## config.mk

```make
export PLATFORM = sky130hd
export DESIGN_NAME = bram_capture_ctrl
export DESIGN_NICKNAME = d
export VERILOG_FILES = /design/src/rtl/bram_ctrl_pkg.sv /design/src/rtl/capture_addr_ctr.sv /design/src/rtl/bram_capture_ctrl.sv
export SDC_FILE = /design/constraint.sdc
export NUM_CORES = 1
export LEC_CHECK = 0
export ABC_CLOCK_PERIOD_IN_PS = 2300
export CORE_MARGIN = 3
export CORE_UTILIZATION = 49
export DETAILED_ROUTE_END_ITERATION = 10
export GPL_ROUTABILITY_DRIVEN = 1
export PLACE_DENSITY = 0.79
export SETUP_SLACK_MARGIN = 0.02
export SYNTH_ARGS = -nofsm -noshare
export SYNTH_HDL_FRONTEND = slang
export SYNTH_SLANG_ARGS = --single-unit
export TNS_END_PERCENT = 100
```

## constraint.sdc

```tcl
create_clock -name clk -period 2.3 [get_ports clk]
set_clock_uncertainty 0.05 [all_clocks]
set_input_delay 0.345 -clock clk [delete_from_list [all_inputs] [get_ports clk]]
set_output_delay 0.345 -clock clk [all_outputs]
set_load 0.05 [all_outputs]
```

## src/rtl/bram_ctrl_pkg.sv

```systemverilog
// Shared types and helpers for the capture BRAM sequencer.
package bram_ctrl_pkg;

    typedef enum logic [1:0] {
        ST_IDLE    = 2'd0,
        ST_ARMED   = 2'd1,
        ST_CAPTURE = 2'd2,
        ST_DONE    = 2'd3
    } state_t;

    // Width of a modulo-depth counter; never below one bit.
    function automatic int unsigned ctr_width(input int unsigned depth);
        return (depth < 2) ? 1 : $clog2(depth);
    endfunction

endpackage

```

## src/rtl/capture_addr_ctr.sv

```systemverilog
// Modulo-DEPTH address counter with synchronous clear and wrap flag.
module capture_addr_ctr
    import bram_ctrl_pkg::*;
#(
    parameter int unsigned DEPTH = 1024,
    localparam int unsigned AW = ctr_width(DEPTH)
) (
    input  logic          clk,
    input  logic          rst,
    input  logic          clr,
    input  logic          en,
    output logic [AW-1:0] q,
    output logic          wrap
);

    // Wrap is flagged on the increment that leaves the last address.
    assign wrap = en & (q == AW'(DEPTH - 1));

    // Clear has priority over increment.
    always_ff @(posedge clk or negedge rst) begin
        if (!rst) begin
            q <= '0;
        end else if (clr) begin
            q <= '0;
        end else if (en) begin
            q <= wrap ? '0 : q + AW'(1);
        end
    end

endmodule

```

## src/rtl/bram_capture_ctrl.sv

```systemverilog
// Capture BRAM sequencer: armed trigger capture of DEPTH samples, then host readout.
module bram_capture_ctrl
    import bram_ctrl_pkg::*;
#(
    parameter int unsigned DEPTH  = 1024,
    parameter int unsigned RD_LAT = 1,
    localparam int unsigned AW = ctr_width(DEPTH)
) (
    input  logic          clk,
    input  logic          rst,
    input  logic          valid,
    input  logic          trigger,
    input  logic          arm,
    input  logic          abort,
    input  logic          rd_req,
    output logic          wr_en,
    output logic [AW-1:0] wr_addr,
    output logic          rd_en,
    output logic [AW-1:0] rd_addr,
    output logic          rd_valid,
    output logic          rd_last,
    output logic          busy,
    output logic          done
);

    state_t              state_q;
    state_t              state_d;
    logic                ctr_clr;
    logic                wr_wrap;
    logic                rd_wrap;
    logic [RD_LAT-1:0]   vld_pipe;
    logic [RD_LAT-1:0]   last_pipe;

    capture_addr_ctr #(.DEPTH(DEPTH)) u_wr_ctr (
        .clk  (clk),
        .rst  (rst),
        .clr  (ctr_clr),
        .en   (wr_en),
        .q    (wr_addr),
        .wrap (wr_wrap)
    );

    capture_addr_ctr #(.DEPTH(DEPTH)) u_rd_ctr (
        .clk  (clk),
        .rst  (rst),
        .clr  (ctr_clr),
        .en   (rd_en),
        .q    (rd_addr),
        .wrap (rd_wrap)
    );

    // BRAM strobes depend only on state and datapath/host inputs; never both at once.
    always_comb begin
        wr_en = 1'b0;
        rd_en = 1'b0;
        case (state_q)
            ST_ARMED:   wr_en = trigger & valid;
            ST_CAPTURE: wr_en = valid;
            ST_DONE:    rd_en = rd_req;
            default:    ;
        endcase
    end

    // Next-state and counter clear; abort overrides everything.
    always_comb begin
        state_d = state_q;
        ctr_clr = 1'b0;
        case (state_q)
            ST_IDLE: begin
                if (arm) begin
                    state_d = ST_ARMED;
                    ctr_clr = 1'b1;
                end
            end
            ST_ARMED: begin
                if (wr_en) begin
                    state_d = wr_wrap ? ST_DONE : ST_CAPTURE;
                end
            end
            ST_CAPTURE: begin
                if (wr_wrap) begin
                    state_d = ST_DONE;
                end
            end
            ST_DONE: begin
                if (arm) begin
                    state_d = ST_ARMED;
                    ctr_clr = 1'b1;
                end
            end
            default: begin
                state_d = ST_IDLE;
            end
        endcase
        if (abort) begin
            state_d = ST_IDLE;
            ctr_clr = 1'b1;
        end
    end

    // State register with registered status flags.
    always_ff @(posedge clk or negedge rst) begin
        if (!rst) begin
            state_q <= ST_IDLE;
            busy    <= 1'b0;
            done    <= 1'b0;
        end else begin
            state_q <= state_d;
            busy    <= (state_d == ST_ARMED) || (state_d == ST_CAPTURE);
            done    <= (state_d == ST_DONE);
        end
    end

    // Read-valid/last delay line matching BRAM latency; drains through abort.
    always_ff @(posedge clk or negedge rst) begin
        if (!rst) begin
            vld_pipe  <= '0;
            last_pipe <= '0;
        end else begin
            vld_pipe[0]  <= rd_en;
            last_pipe[0] <= rd_wrap;
            for (int i = 1; i < RD_LAT; i++) begin
                vld_pipe[i]  <= vld_pipe[i-1];
                last_pipe[i] <= last_pipe[i-1];
            end
        end
    end

    assign rd_valid = vld_pipe[RD_LAT-1];
    assign rd_last  = last_pipe[RD_LAT-1];

endmodule

```

[Yosys cells after proc, flatten, opt, wreduce, memory -nomap -nowiden]
Cells that the tools add are included.
Word-level totals
  register bits after elaboration: 26
  input bits: 7
  output and inout port bits: 26
  logic and storage cells: 42
Operators by class
  $add $sub $neg: 2
  equal/unequal tests: 8
  multiplexer cells: 17
  bitwise gates (word level): 3
  reduce and logical (&&, ||, !) cells: 5
Operators with widths (count)
  two-way mux 10 bit: 6
  adder 10 x 1 -> 10 bit, second input constant: 2
  equality test 10 bit, second input constant: 2
  equality test 2 bit, second input constant: 4
  two-way mux 2 bit: 4
  one-hot mux 2 bit (3 select lines): 1
  two-way mux 1 bit: 5
  equality test 2 x 1 -> 1 bit, second input constant: 2
  nonzero test 2 bit: 2
  AND 1 bit: 3
  zero test 2 bit: 1
  one-hot mux 1 bit (2 select lines): 1
  OR reduction 2 bit: 1
  logical OR 1 bit: 1

[Logic depth before layout (Yosys ltp)]
  word-level depth: 9
  depth in mapped cells: 7
  mapped depth without buffers: 7

[Cells and area by module]
From an unflattened synthesis, not the netlist that was laid out.
Second synthesis, totals
  cell total of the unflattened synthesis: 146
  area total of the unflattened synthesis: 1493.9 sq um
By module, submodules not included
  capture_addr_ctr (u_wr_ctr): instances 1, cells each 59, area an instance 591.8 sq um, seq. area each 250.2 sq um
  capture_addr_ctr (u_rd_ctr): instances 1, cells each 58, area an instance 576.8 sq um, seq. area each 250.2 sq um
  bram_capture_ctrl: instances 1, cells each 29, area an instance 325.3 sq um, seq. area each 150.1 sq um

[Least setup slack after synthesis]
Ideal clock, no wire load.
  path kind: register to register
  from: reg state_q[0]
  to: reg busy
  setup time: 126 ps
  arrival time: 2405 ps
  required time: 2124 ps
  path slack: -281 ps
  stages on the path, launching flop included: 8
  buffers on the path: 0
  clock period less this slack: 2581 ps
  cells stage by stage: dfrtp_1 > inv_1 > ha_1 > nand2b_4 > nor2_1 > a21oi_1 > o31a_1 > ha_1
Between the ends
  word-level cells in the longest chain between the ends: 9
  elaborated cells on any way between the ends: 16
  classes of those cells: eq/ne (5); mux (7); bitwise (1); reduce/logical (3)
Ends and longest elaborated chain
  from (decl): line bram_capture_ctrl.sv:26  | state_t state_q;
  from (signal assigned): line bram_capture_ctrl.sv:108  | state_q <= state_d;
  equality test 2 bit or equality test 2 x 1 -> 1 bit (tied branches): line bram_capture_ctrl.sv:56  | case (state_q)
  one-hot mux 1 bit (2 select lines) (*): line bram_capture_ctrl.sv:56
  via wr_en: line bram_capture_ctrl.sv:16  | output logic wr_en,
  AND 1 bit: line capture_addr_ctr.sv:17  | assign wrap = en & (q == AW'(DEPTH - 1));
  two-way mux 1 bit: line bram_capture_ctrl.sv:77  | state_d = wr_wrap ? ST_DONE : ST_CAPTURE;
  two-way mux 2 bit: line bram_capture_ctrl.sv:76  | if (wr_en) begin
  one-hot mux 2 bit (3 select lines) (*): line bram_capture_ctrl.sv:68  | case (state_q)
  two-way mux 2 bit (*): line bram_capture_ctrl.sv:95  | if (abort) begin
  via state_d[0]: line bram_capture_ctrl.sv:27  | state_t state_d;
  equality test 2 x 1 -> 1 bit or equality test 2 bit (tied branches): line bram_capture_ctrl.sv:109  | busy <= (state_d == ST_ARMED) || (state_d == ST_CAPTURE);
  logical OR 1 bit (*): line bram_capture_ctrl.sv:109
  to (signal assigned): line bram_capture_ctrl.sv:109
  to (decl): line bram_capture_ctrl.sv:22  | output logic busy,
Mark *: on every way through the listed nets, which the timed path passes. The rest lies on a longest branch.
A chain may end at the register's enable or synchronous reset.

[Worst setup path in the final report]
  from: reg state_q[0]
  to: reg u_wr_ctr.q[9]
Between the ends
  word-level cells in the longest chain between the ends: 6
  elaborated cells on any way between the ends: 13
  classes of those cells: eq/ne (3); mux (6); bitwise (1); reduce/logical (3)
Ends and longest elaborated chain
  equality test 2 bit or equality test 2 x 1 -> 1 bit (tied branches): line bram_capture_ctrl.sv:56
  one-hot mux 1 bit (2 select lines): line bram_capture_ctrl.sv:56
  AND 1 bit: line capture_addr_ctr.sv:17
  two-way mux 10 bit: line capture_addr_ctr.sv:26  | q <= wrap ? '0 : q + AW'(1);
  two-way mux 10 bit: line capture_addr_ctr.sv:25  | end else if (en) begin
  two-way mux 10 bit: line capture_addr_ctr.sv:23  | end else if (clr) begin
  to (signal assigned): line capture_addr_ctr.sv:26
  to (decl): line capture_addr_ctr.sv:12  | output logic [AW-1:0] q,
Several ways; a longest one is shown, not always the timed one. The select of a mux whose other input is x is not followed.

==> results_dict.tcl <==
set metrics [dict create \
    yosysMostFrequentCell "dfrtp_1" \
    status "complete, no violations" \
    synthCells 144 \
    total_power_mw 1.175 \
    fin_crit_ns 2.154 \
    ys_seq_area_frac 0.4664 \
    relSlewSlack 0.6638 \
    ys_types 35 \
    drt-total-wl_um 3387 \
    drc 0 \
    worstReg2RegEnd "u_wr_ctr.q[9]$_DFFE_PN0P_" \
    holdWs_ns 0.3129 \
    drt_iter0_drc 56 \
    antenna_left 0 \
    place_ws_ns 0.09607 \
    critPathMaxStageDelay_ns 0.54 \
    grt_max_degree 27 \
    final_area_mm2 0.001888 \
    r2r_cells 6 \
    grt_pass1_vias 1205 \
    hpwl_um 2588 \
    max_freq_mhz 464.3 \
    hold_viol 0 \
    cp_top_family "simple AND/OR/NAND/NOR gates" \
    clock_sinks 26 \
    drv_cap 0 \
    fin_crit_sh 0.9364 \
    hold_path_class "input port to async pin" \
    yosysTopAreaCellShare 0.4664 \
    post_dp_cell_area_mm2 0.001821 \
    die_h_um 59.36 \
    synth_fp_nets 159 \
    clock_insertion_delay_worst_skew_ns 0.33 \
    synth_edf_count 0 \
    r2r_start "state_q[0]$_DFF_PN0_" \
    drive_above_1_share 0.1170 \
    fin_cells 218 \
    cp.required_ns 2.49 \
    worst_slack_ns 0.1462 \
    ir_worst_vdd_uv 634.1 \
    io_pins 33 \
    vias 1287 \
    portBuffers 32 \
    htreeDepth 1 \
    grt_overflow 0 \
    cp-end-kind "register" \
    crit_buf_inv 1 \
    ys_ff_latch 26 \
    slowest_stage "or4_4" \
    setup_tns_ns 0 \
    die_x_um 59.36 \
    crit_type "register to register" \
    n_antenna_cell 0 \
    synth.area.top_cells "dfrtp_1 (47%), ha_1 (7.2%), nor2_1 (4.3%), nand2_1 (3.8%), xnor2_1 (3.8%)" \
    clockBufferDepth 2 \
    tightest_slew_ns 0.5028 \
    async_reset_ff_frac 1.000 \
    arrival_ns 2.34 \
    drv_slew 0 \
    final_util 0.7290 \
    syn_area_mm2 0.001395 \
    grt_setup_unrepaired "false" \
    ys.flop_type "dfrtp_1" \
    clkTransAtPathRegs_ns 0.15 \
    via_per_inst 5.904 \
    yosysTopAreaCell "dfrtp_1" \
    placed_cells 213 \
    postSynthAreaPerCell_um2 9.688 \
    wl_per_cell_um 15.54 \
    p_leak_nw 0.7939 \
    ys_warn_count 0 \
    num_rows 18 \
    cp-start-kind "register" \
    reg2reg_slack_ns 0.15 \
    area_delta_synth_final_pct 35.34 \
    setup_violations 0 \
    globalplace.congestion 0.8668 \
    path_max_fanout 5 \
    dieArea_mm2 0.003524 \
    grt.total_usage 0.2105 \
    grt_pass1_wl_um 5658 \
    root_buffer "clkbuf_4" \
    floorplan.initialDensity 0.5386 \
    nNetsFinal 204 \
    worstPathCellList "inv_1 > ha_1 > nand2b_4 > or4_4 > a211o_2 > o211a_1" \
    p_per_area_mw_per_mm2 622.1 \
    core-area_mm2 0.002590 \
    cts_made_buffers 3 \
    synthTopCellsByCount "dfrtp_1 (26), nor2_1 (16), nand2_1 (14), nand3_1 (10), ha_1 (8)" \
    antenna_found_initial 0 \
    cts_tree "done" \
    drt_pass1_iterations 4 \
]
## power breakdown
group,switching (mW),internal [mW]
Clock,0.140,0.176
Sequential,0.0138,0.476
Combinational,0.225,0.144
Total,0.378,0.796
## cell families after synthesis
group / synth area share
buf+inv: 0.01884
fa+ha+maj: 0.07175
xor+xnor: 0.05651
simple gates: 0.2170
flops: 0.4664
compound gates: 0.1695
## worst register-to-register path: cells and delay by family (launching register included)
kind	cells	cell delay (ns)
flip-flops	1	0.41
adder cells (fa/ha/maj)	1	0.36
AO/OA/AOI/OAI	2	0.44
buffers and inverters	1	0.10
AND/OR/NAND/NOR	2	0.73
## cell usage in the layout, fill, tap and decap left out, types with 2 or more instances in the layout
master | Yosys | final
nor3_1 | 4 | 4
nand3_1 | 10 | 10
ha_1 | 8 | 8
a2bb2oi_1 | 2 | 2
a21oi_2 | 0 | 2
clkbuf_4 | 0 | 3
nor2_1 | 16 | 15
buf_4 | 0 | 9
o21ai_0 | 7 | 7
xnor2_1 | 6 | 6
nand2_1 | 14 | 14
nand4_1 | 2 | 2
a21o_1 | 2 | 2
a21oi_1 | 7 | 5
o31ai_1 | 5 | 5
or3_1 | 2 | 2
dfrtp_1 | 26 | 26
xor2_1 | 3 | 3
inv_1 | 7 | 7
clkdlybuf4s50_1 | 0 | 30
nor4_1 | 4 | 4
a211oi_1 | 2 | 2
## routing by layer
metal	GRT usage	part of all wire
met5	0	0
met2	0.3276	0.47
met1	0.3043	0.46
met3	0.04575	0.061
met4	0.03560	0.0094
## worst max path at each step
stage                         startpoint                         to  slack, ns  depth (start not counted)
floorplan           state_q[0]$_DFF_PN0_  u_wr_ctr.q[9]$_DFFE_PN0P_       0.19                          6
detailed placement               trigger             busy$_DFF_PN0_        0.1                          6
global route        state_q[0]$_DFF_PN0_  u_wr_ctr.q[8]$_DFFE_PN0P_       0.07                          6
finish              state_q[0]$_DFF_PN0_  u_wr_ctr.q[9]$_DFFE_PN0P_       0.15                          6
CTS                 state_q[0]$_DFF_PN0_  u_wr_ctr.q[9]$_DFFE_PN0P_       0.08                          6
global placement                 trigger  u_wr_ctr.q[9]$_DFFE_PN0P_       0.17                          5
## final cells by class
type	instances	area (um2)
Tap cell	30	37.54
Sequential cell	26	650.6
Multi-Input combinational cell	111	733.2
Clock inverter	1	30.03
Inverter	7	26.28
Timing Repair Buffer	40	387.9
Fill cell	196	701.9
Clock buffer	3	22.52
## sequential cells by signal (all words and copies together) (netlist names)
| name | cells |
|---|---|
| busy | 1 |
| u_rd_ctr.q | 10 |
| u_wr_ctr.q | 10 |
| state_q | 2 |
| done | 1 |
| rd_last | 1 |
| rd_valid | 1 |
## timing repair
item,4_1_cts,5_1_grt
gates resized for setup,1,1
pin swaps,0,0
setup endpoints to repair,1,8
hold endpoints to repair,0,0
gates cloned,0,0
hold buffers,0,0
buffers inserted,0,1
(Power assumes the default switching activity.)
